[src/rtl/processor_control_unit_if.sv]
// Control bundle between the instruction sequencer and the register/bus datapath.
// The master is the sequencer, which initiates every bus transfer; the slave is the datapath or a bench.
interface processor_control_unit_if;
    logic       Run;
    logic [7:0] DIN;
    logic [4:0] S;
    logic [3:0] Rin;
    logic       IRin;
    logic       Ain;
    logic       Gin;
    logic       AddSub;
    logic       Gout;
    logic       Done;
    logic       Busy;
    // Sequencer step (0..3 = T0..T3) and instruction register, exported for observation
    logic [1:0] state_dbg;
    logic [7:0] ir_dbg;

    modport master (
        input  Run, DIN,
        output S, Rin, IRin, Ain, Gin, AddSub, Gout, Done, Busy, state_dbg, ir_dbg
    );

    modport slave (
        output Run, DIN,
        input  S, Rin, IRin, Ain, Gin, AddSub, Gout, Done, Busy, state_dbg, ir_dbg
    );
endinterface

[src/rtl/processor_control_unit.sv]
// Instruction sequencer for the 8-bit, four-register bus datapath.
// It decodes mv/mvi/add/sub and steps the bus selects and load strobes through T0..T3.
module processor_control_unit (
    input  logic                           Clk,
    input  logic                           Reset,
    processor_control_unit_if.master       bus
);
    typedef enum logic [1:0] {T0 = 2'd0, T1 = 2'd1, T2 = 2'd2, T3 = 2'd3} state_t;

    localparam logic [2:0] OP_MV  = 3'b000;
    localparam logic [2:0] OP_MVI = 3'b001;
    localparam logic [2:0] OP_ADD = 3'b010;
    localparam logic [2:0] OP_SUB = 3'b011;

    state_t     state;
    logic [7:0] ir;
    logic [2:0] opcode;
    logic [1:0] rx;
    logic [1:0] ry;
    logic       is_alu;

    assign opcode = ir[7:5];
    assign rx     = ir[3:2];
    assign ry     = ir[1:0];
    assign is_alu = (opcode == OP_ADD) || (opcode == OP_SUB);

    function automatic logic [4:0] reg_sel(input logic [1:0] idx);
        return 5'b00001 << idx;
    endfunction

    function automatic logic [3:0] reg_load(input logic [1:0] idx);
        return 4'b0001 << idx;
    endfunction

    always_ff @(posedge Clk) begin
        if (Reset) begin
            state <= T0;
            ir    <= 8'h00;
        end else begin
            case (state)
                T0: begin
                    if (bus.Run) begin
                        ir    <= bus.DIN;
                        state <= T1;
                    end
                end
                T1:      state <= is_alu ? T2 : T0;
                T2:      state <= T3;
                T3:      state <= T0;
                default: state <= T0;
            endcase
        end
    end

    // Strobes are decoded from the current step and IR; Reset masks them in the same cycle.
    always_comb begin
        bus.S      = 5'b00000;
        bus.Rin    = 4'b0000;
        bus.IRin   = 1'b0;
        bus.Ain    = 1'b0;
        bus.Gin    = 1'b0;
        bus.AddSub = 1'b0;
        bus.Gout   = 1'b0;
        bus.Done   = 1'b0;
        bus.Busy   = 1'b0;
        if (!Reset) begin
            bus.Busy = (state != T0);
            case (state)
                T0: bus.IRin = bus.Run;
                T1: begin
                    case (opcode)
                        OP_MV: begin
                            bus.S    = reg_sel(ry);
                            bus.Rin  = reg_load(rx);
                            bus.Done = 1'b1;
                        end
                        OP_MVI: begin
                            bus.S    = 5'b10000;
                            bus.Rin  = reg_load(rx);
                            bus.Done = 1'b1;
                        end
                        OP_ADD, OP_SUB: begin
                            bus.S   = reg_sel(rx);
                            bus.Ain = 1'b1;
                        end
                        default: bus.Done = 1'b1;
                    endcase
                end
                T2: begin
                    bus.S      = reg_sel(ry);
                    bus.Gin    = 1'b1;
                    bus.AddSub = (opcode == OP_SUB);
                end
                T3: begin
                    bus.Gout = 1'b1;
                    bus.Rin  = reg_load(rx);
                    bus.Done = 1'b1;
                end
                default: ;
            endcase
        end
    end

    assign bus.state_dbg = state;
    assign bus.ir_dbg    = ir;
endmodule

[src/flat_wrapper.sv]
// flat-port wrapper written by rule: the top's interface ports become plain ports
module processor_control_unit_flat 
  (Clk, Reset, bus_Run, bus_DIN, bus_S, bus_Rin, bus_IRin, bus_Ain, bus_Gin, bus_AddSub, bus_Gout, bus_Done, bus_Busy, bus_state_dbg, bus_ir_dbg);
  processor_control_unit_if bus_i ();
  input  logic Clk;
  input  logic Reset;
  input wire logic [$bits(bus_i.Run)-1:0] bus_Run;
  input wire logic [$bits(bus_i.DIN)-1:0] bus_DIN;
  output wire logic [$bits(bus_i.S)-1:0] bus_S;
  output wire logic [$bits(bus_i.Rin)-1:0] bus_Rin;
  output wire logic [$bits(bus_i.IRin)-1:0] bus_IRin;
  output wire logic [$bits(bus_i.Ain)-1:0] bus_Ain;
  output wire logic [$bits(bus_i.Gin)-1:0] bus_Gin;
  output wire logic [$bits(bus_i.AddSub)-1:0] bus_AddSub;
  output wire logic [$bits(bus_i.Gout)-1:0] bus_Gout;
  output wire logic [$bits(bus_i.Done)-1:0] bus_Done;
  output wire logic [$bits(bus_i.Busy)-1:0] bus_Busy;
  output wire logic [$bits(bus_i.state_dbg)-1:0] bus_state_dbg;
  output wire logic [$bits(bus_i.ir_dbg)-1:0] bus_ir_dbg;
  assign bus_i.Run = bus_Run;
  assign bus_i.DIN = bus_DIN;
  assign bus_S = bus_i.S;
  assign bus_Rin = bus_i.Rin;
  assign bus_IRin = bus_i.IRin;
  assign bus_Ain = bus_i.Ain;
  assign bus_Gin = bus_i.Gin;
  assign bus_AddSub = bus_i.AddSub;
  assign bus_Gout = bus_i.Gout;
  assign bus_Done = bus_i.Done;
  assign bus_Busy = bus_i.Busy;
  assign bus_state_dbg = bus_i.state_dbg;
  assign bus_ir_dbg = bus_i.ir_dbg;
  processor_control_unit u_core (.Clk(Clk), .Reset(Reset), .bus(bus_i));
endmodule
[config.mk]
export PLATFORM = sky130hd
export DESIGN_NAME = processor_control_unit_flat
export DESIGN_NICKNAME = d
export VERILOG_FILES = /design/src/rtl/processor_control_unit_if.sv /design/src/rtl/processor_control_unit.sv /design/src/flat_wrapper.sv
export SDC_FILE = /design/constraint.sdc
export NUM_CORES = 1
export LEC_CHECK = 0
export BUFFER_PORTS_ARGS = -buffer_cell sky130_fd_sc_hd__buf_2
export CAP_MARGIN = 10
export CORE_UTILIZATION = 45
export CTS_CLUSTER_DIAMETER = 60
export DETAILED_ROUTE_END_ITERATION = 10
export PLACE_DENSITY = 0.87
export SETUP_SLACK_MARGIN = 0.1
export SLEW_MARGIN = 20
export SYNTH_ARGS = -nofsm -noshare
export SYNTH_HDL_FRONTEND = slang
export SYNTH_SLANG_ARGS = --single-unit
[constraint.sdc]
create_clock -name Clk -period 4.8 [get_ports Clk]
set_clock_uncertainty 0.1 [all_clocks]
set_input_delay 0.48 -clock Clk [delete_from_list [all_inputs] [get_ports Clk]]
set_output_delay 0.48 -clock Clk [all_outputs]
set_load 0.05 [all_outputs]
==> results.py, run 1 <==
metrics = {
    "detailed_routing": {
        "drtPass1Iterations": 4,
        "routedWlPerCell_um": 11.8,
        "viasPerCell": 5.45,
        "drc": 0,
        "drt-initial-drc-count": 21,
        "wl_um": 1610,
        "ant_nets": 0,
        "dr_total_vias": 741,
    },
    "power_and_ir_drop": {
        "ir_worst_vdd_mv": 0.219,
        "cellPowerDensity_nw_per_um2": 293,
        "p_leak_nw": 0.433,
    },
    "die": {
        "die_y_um": 40.1,
        "initial_core_util": 0.491,
        "rows": 13,
        "core_um2": 1330,
        "die_area_um2": 1610,
        "ios": 37,
        "fp.dieW_um": 40.1,
    },
    "placement": {
        "port_buffers": 36,
        "gp_congestion": 0.765,
        "hpwl_um": 1220,
    },
    "synthesis": {
        "async_flop_share": 0,
        "netlist_instances": 85,
        "synthTopCellsByCount": "a21oi_1, dfxtp_1, nand2_1",
        "syn-num-nets": 101,
        "synth_mux_area_frac": 0,
        "ys_seq_area_frac": 0.306,
        "yosysTopAreaCellShare": 0.306,
        "synth_area_per_cell_um2": 7.70,
        "synth_edf_count": 0,
        "synth_compound_area_frac": 0.176,
        "yosysWarnings": 0,
        "yosys_most_used_dff": "dfxtp_1",
        "ys_top_cells_by_area": "dfxtp_1, ha_1, a21oi_1, nand3_1, nand2_1",
        "yosys.area_share.simple": 0.367,
        "synth-seq-cells": 10,
        "synth-xor-area-share": 0,
        "synth_top_family_by_area": "simple AND/OR/NAND/NOR gates",
        "synthesis.area_um2": 654,
        "synth-adder-area-share": 0.0956,
        "yosysTopAreaCell": "dfxtp_1",
        "synth_most_common_cell": "a21oi_1",
        "synth_cell_types": 24,
    },
    "worst_setup_path": {
        "start_kind": "register",
        "path_class": "register to output port",
        "reg2reg_from": "u_core.bus.state_dbg[0]",
        "critPathRequiredTime_ns": 4.22,
        "worstPathArrival_ns": 2.13,
        "end_kind": "output port",
        "reg2reg_slack_ns": 3.16,
        "worstRegToRegCells": 5,
        "slowest_stage": "or4_1",
        "worstPathCellList": "inv_1, ha_1, nand2b_4, or4_1, o41ai_1, buf_2",
        "cp_max_fo": 6,
        "path_buf_inv": 2,
        "cp_top_family": "simple AND/OR/NAND/NOR gates",
        "cpPeakStageDelay_ns": 0.48,
    },
    "global_routing": {
        "grt_max_degree": 20,
        "grt-ovfl-total": 0,
        "grt_pass1_wl_um": 2330,
        "grt_usage": 0.221,
        "antenna_found_initial": 0,
        "grt_pass1_vias": 562,
    },
    "sta": {
        "setup_viol": 0,
        "worst_slew_pin_slew_ns": 0.370,
        "finalHoldViolCount": 0,
        "fin_crit_ns": 2.71,
        "tns_ns": 0,
        "grt_setup_unrepaired": "false",
        "maxSlewHeadroom": 0.754,
        "min_period_over_period": 0.564,
        "slew_violations": 0,
        "fmax_mhz": 369,
    },
    "clock_network": {
        "cts_max_path_buffers": 2,
        "cts_max_level": 1,
        "cts_inserted_buffers": 3,
        "cts_root_buf": "clkbuf_4",
        "clock-sinks": 10,
        "cts_resized": 0,
        "insertion_delay_ns": 0.26,
        "cts.clk_slew.worst_paths_ns": 0.07,
        "hold_buffers": 0,
        "post_cts_buffers": 0,
        "cts_tree": "built",
    },
    "run": {
        "maxCapViolCount": 0,
    },
    "cells_and_area": {
        "finalNetCount": 138,
        "final_util": 0.648,
        "syn_to_final_growth_pct": 32.1,
        "diodes": 0,
        "drive_gt1_frac": 0.347,
    },
    "hold_path": {
        "min_to": "u_core.bus.ir_dbg[4]",
        "hold_path_depth": 2,
        "worstHoldStart": "u_core.bus.ir_dbg[4]",
        "worstHoldPathType": "register to register",
    },
    "status": {
        "status": "finished, final reports clean",
    },
}
-- metal layers --
layer,GRT usage,wire length (µm)
met2,0.367,770
met4,0.129,27
met5,0,0
met3,0.0333,86
met1,0.268,725
-- how the worst max path moves through the flow --
stage | from | to | slack (ns) | cells past startpoint
floorplan | u_core.bus.state_dbg[0] | bus_S[0] | 1.23 | 4
global placement | u_core.bus.state_dbg[0] | bus_S[0] | 2.47 | 6
detailed placement | u_core.bus.state_dbg[0] | bus_S[0] | 2.41 | 6
CTS | u_core.bus.state_dbg[0] | bus_S[0] | 2.10 | 6
global route | register | bus_S[0] | 1.98 | 6
finish | u_core.bus.state_dbg[0] | bus_S[0] | 2.09 | 6
-- through the flow --
step | instance area [µm²] | cells | hold slack (ns) | worst slack (ns) | power, mW
4_1_cts | 865 | 136 | 0.352 | 2.10 | 0.255
5_1_grt | 865 | 136 | 0.360 | 1.98 | 0.265
3_3_place_gp | 828 | 132 | 0.342 | 2.47 | 0.178
2_1_floorplan | 654 | 85 | 0.524 | 1.23 | 0.161
6_report | 865 | 136 | 0.356 | 2.09 | 0.253
3_5_place_dp | 828 | 132 | 0.344 | 2.41 | 0.180
-- sequential cells by signal, summed over array words and instances (netlist names), named ones only --
name	cells
u_core.bus.ir_dbg	8
u_core.bus.state_dbg	1
-- kinds of logic (layout without fill, tap and decap cells) --
group,count (synthesis),count (layout)
flops,10,10
compound gates,18,18
buf+inv,7,43
simple gates,45,45
fa+ha+maj,5,5
-- final cells by class --
| class | count | area [µm²] |
|---|---|---|
| clock buffers | 4 | 36.3 |
| well taps | 15 | 18.8 |
| inverters | 3 | 11.3 |
| flip-flops and latches | 10 | 200 |
| multi-input cells | 68 | 418 |
| repair buffers | 36 | 180 |
| fillers | 123 | 469 |
-- where the power goes --
group / switching, mW / internal (mW) / leakage (nW) / total, mW
sequential: 0.00738 / 0.0887 / 0.0821 / 0.0961
combinational: 0.0595 / 0.0223 / 0.330 / 0.0818
clock: 0.0291 / 0.0460 / 0.0210 / 0.0751
total: 0.0960 / 0.157 / 0.433 / 0.253
-- tightest hold or removal path, stage by stage, from the launching register on --
cell,delay [ns]
dfxtp_1,0.31
nand2_1,0.05
a21oi_1,0.05
-- placed cells by master, fill, tap and decap left out, types with 4 or more instances in the layout --
master     n
a21oi_1   11
buf_2     36
dfxtp_1   10
ha_1       5
nand2_1   10
nand2b_1   4
nand3_1    9
nor2_1     9
Note: power is estimated with default switching activity, not from simulation.
==> run 2: changes to the inputs <==
--- a/config.mk
+++ b/config.mk
@@ -5,12 +5,13 @@
 export SDC_FILE = /design/constraint.sdc
 export NUM_CORES = 1
 export LEC_CHECK = 0
+export ABC_AREA = 1
 export BUFFER_PORTS_ARGS = -buffer_cell sky130_fd_sc_hd__buf_2
 export CAP_MARGIN = 10
-export CORE_UTILIZATION = 45
+export CORE_UTILIZATION = 43
 export CTS_CLUSTER_DIAMETER = 60
 export DETAILED_ROUTE_END_ITERATION = 10
-export PLACE_DENSITY = 0.87
+export PLACE_DENSITY = 0.83
 export SETUP_SLACK_MARGIN = 0.1
 export SLEW_MARGIN = 20
 export SYNTH_ARGS = -nofsm -noshare
==> constraint.sdc (replaced) <==
create_clock -name Clk -period 2.8 [get_ports Clk]
set_clock_uncertainty 0.1 [all_clocks]
set_input_delay 0.28 -clock Clk [delete_from_list [all_inputs] [get_ports Clk]]
set_output_delay 0.28 -clock Clk [all_outputs]
set_load 0.05 [all_outputs]
==> results.py, run 2 <==
metrics = {
    "worst_setup_path": {
        "path_class": "register to output port",
        "cp_max_fo": 8,
        "reg2reg_slack_ns": 1.22,
        "worstRegToRegCells": 6,
        "timing.rr.end": "u_core.bus.ir_dbg[4]",
        "critPathRequiredTime_ns": 2.42,
        "start_kind": "register",
        "end_kind": "output port",
        "reg2reg_from": "u_core.bus.state_dbg[0]",
        "worstPathArrival_ns": 1.68,
    },
    "cells_and_area": {
        "layout_commonest_cell": "buf_2",
        "finalNetCount": 165,
        "final_cell_area_um2": 925,
        "drive_gt1_frac": 0.318,
        "final_util": 0.607,
        "largest_reg_flops": 8,
        "syn_to_final_growth_pct": 30.1,
        "diodes": 0,
        "mostFrequentLayoutCells": "buf_2, nand2_1, nor2_1, inv_1, a21oi_1",
    },
    "die": {
        "fp.dieW_um": 42.7,
        "ios": 37,
        "die_area_um2": 1820,
        "core_um2": 1520,
        "rows": 14,
        "die_y_um": 42.7,
        "initial_core_util": 0.466,
    },
    "synthesis": {
        "synth-adder-area-share": 0.0880,
        "synth_edf_count": 0,
        "synth_area_per_cell_um2": 6.35,
        "synthTopCellsByCount": "nand2_1, nor2_1, inv_1",
        "yosysWarnings": 0,
        "ys_top_cells_by_area": "dfxtp_1, nand2_1, nor2_1, ha_1, a21oi_1",
        "async_flop_share": 0,
        "yosys.area_share.simple": 0.338,
        "synth_compound_area_frac": 0.167,
        "synth_most_common_cell": "nand2_1",
        "synth_mux_area_frac": 0,
        "synth-seq-cells": 10,
        "synth_cell_types": 17,
        "yosysTopAreaCellShare": 0.282,
        "yosys_most_used_dff": "dfxtp_1",
        "synth-xor-area-share": 0,
        "ys_seq_area_frac": 0.282,
        "syn-num-nets": 128,
        "yosysTopAreaCell": "dfxtp_1",
        "synth_top_family_by_area": "simple AND/OR/NAND/NOR gates",
        "netlist_instances": 112,
        "synthesis.area_um2": 711,
    },
    "hold_path": {
        "min_to": "u_core.bus.ir_dbg[7]",
        "worstHoldStart": "bus_DIN[7]",
        "hold_path_depth": 3,
        "worstHoldPathType": "input pin to register",
    },
    "detailed_routing": {
        "dr_total_vias": 835,
        "ant_nets": 0,
        "routedWlPerCell_um": 10.6,
        "viasPerCell": 5.09,
        "drc": 0,
        "wl_um": 1740,
        "drtPass1Iterations": 4,
        "drt-initial-drc-count": 18,
    },
    "global_routing": {
        "grt_usage": 0.189,
        "grt_max_degree": 17,
        "grt_pass1_wl_um": 2590,
        "antenna_found_initial": 0,
        "grt-ovfl-total": 0,
        "grt_pass1_vias": 631,
    },
    "power_and_ir_drop": {
        "cellPowerDensity_nw_per_um2": 735,
        "ir_worst_vdd_mv": 0.447,
        "p_leak_nw": 0.498,
        "total_power_mw": 0.680,
    },
    "sta": {
        "grt_setup_unrepaired": "false",
        "worst_slew_pin_slew_ns": 0.422,
        "finalHoldViolCount": 0,
        "slew_violations": 0,
        "whs_ns": 0.162,
        "setup_viol": 0,
        "setup_slack_ns": 0.743,
        "min_period_over_period": 0.735,
        "fin_crit_ns": 2.06,
        "maxSlewHeadroom": 0.718,
        "fmax_mhz": 486,
    },
    "clock_network": {
        "clock-sinks": 10,
        "hold_buffers": 0,
        "cts_max_level": 1,
        "cts_inserted_buffers": 3,
        "cts.clk_slew.worst_paths_ns": 0.07,
        "insertion_delay_ns": 0.26,
        "cts_max_path_buffers": 2,
        "cts_tree": "built",
        "cts_root_buf": "clkbuf_4",
        "cts_resized": 0,
        "post_cts_buffers": 0,
    },
    "run": {
        "maxCapViolCount": 0,
    },
    "placement": {
        "hpwl_um": 1360,
        "gp_congestion": 0.819,
        "port_buffers": 36,
        "placed_cell_area_um2": 888,
        "pre_cts_ws_ns": 1.05,
    },
    "status": {
        "status": "finished, final reports clean",
    },
}
run 2: changes by cell type in the layout (fill, tap and decap cells not counted), sizes merged, moves of 4 or more:
cell,before,now
inv,3,16
nand2,10,22
nand2b,5,0
nand3,9,5
nor2,9,21
nor3,1,6
o21ai,0,9
run 2: kinds of logic after synthesis:
| family | count (synthesis) |
|---|---|
| simple gates | 55 |
| compound gates | 22 |
| buf+inv | 20 |
| flops | 10 |
| fa+ha+maj | 5 |
run 2: how the worst max path moves through the flow:
stage                                        from         end  slack (ns)  cells after the start
after global routing      u_core.bus.state_dbg[0]    bus_IRin        0.58                      5
after global placement    u_core.bus.state_dbg[0]    bus_IRin        1.06                      5
after detailed placement  u_core.bus.state_dbg[0]    bus_IRin        1.05                      5
final                                    register  bus_Rin[0]        0.74                      5
after floorplan           u_core.bus.state_dbg[0]  bus_Rin[0]       -0.17                      5
after CTS                 u_core.bus.state_dbg[0]  bus_AddSub        0.75                      5
run 2: worst max-delay path, stage by stage, from the launching register on:
cell and delay, ns:
dfxtp_1 0.35, inv_1 0.12, ha_1 0.33, a31oi_2 0.17, nor3_1 0.16, buf_2 0.29
run 2: power breakdown:
part	leakage, nW	switching, mW	internal, mW	total, mW
combinational	0.394	0.265	0.0844	0.350
sequential	0.0828	0.0330	0.167	0.200
clock	0.0210	0.0507	0.0789	0.130
run 2: area by class of cell:
| type | count | area, µm² |
|---|---|---|
| multi-input combinational | 82 | 428 |
| inverter | 16 | 60.1 |
| sequential | 10 | 200 |
| tap | 16 | 20.0 |
| clock buffer | 4 | 36.3 |
| timing repair buffer | 36 | 180 |
| fill | 141 | 599 |
run 2: through the flow:
stage | setup TNS (ns) | std cells
floorplan | -0.497 | 112
global placement | 0 | 160
detailed placement | 0 | 160
CTS | 0 | 164
global route | 0 | 164
finish | 0 | 164
run 2: routing by layer:
layer	wire (µm)	GRT usage
met5	0	0
met4	11	0.100
met3	147	0.0426
met2	820	0.288
met1	757	0.247
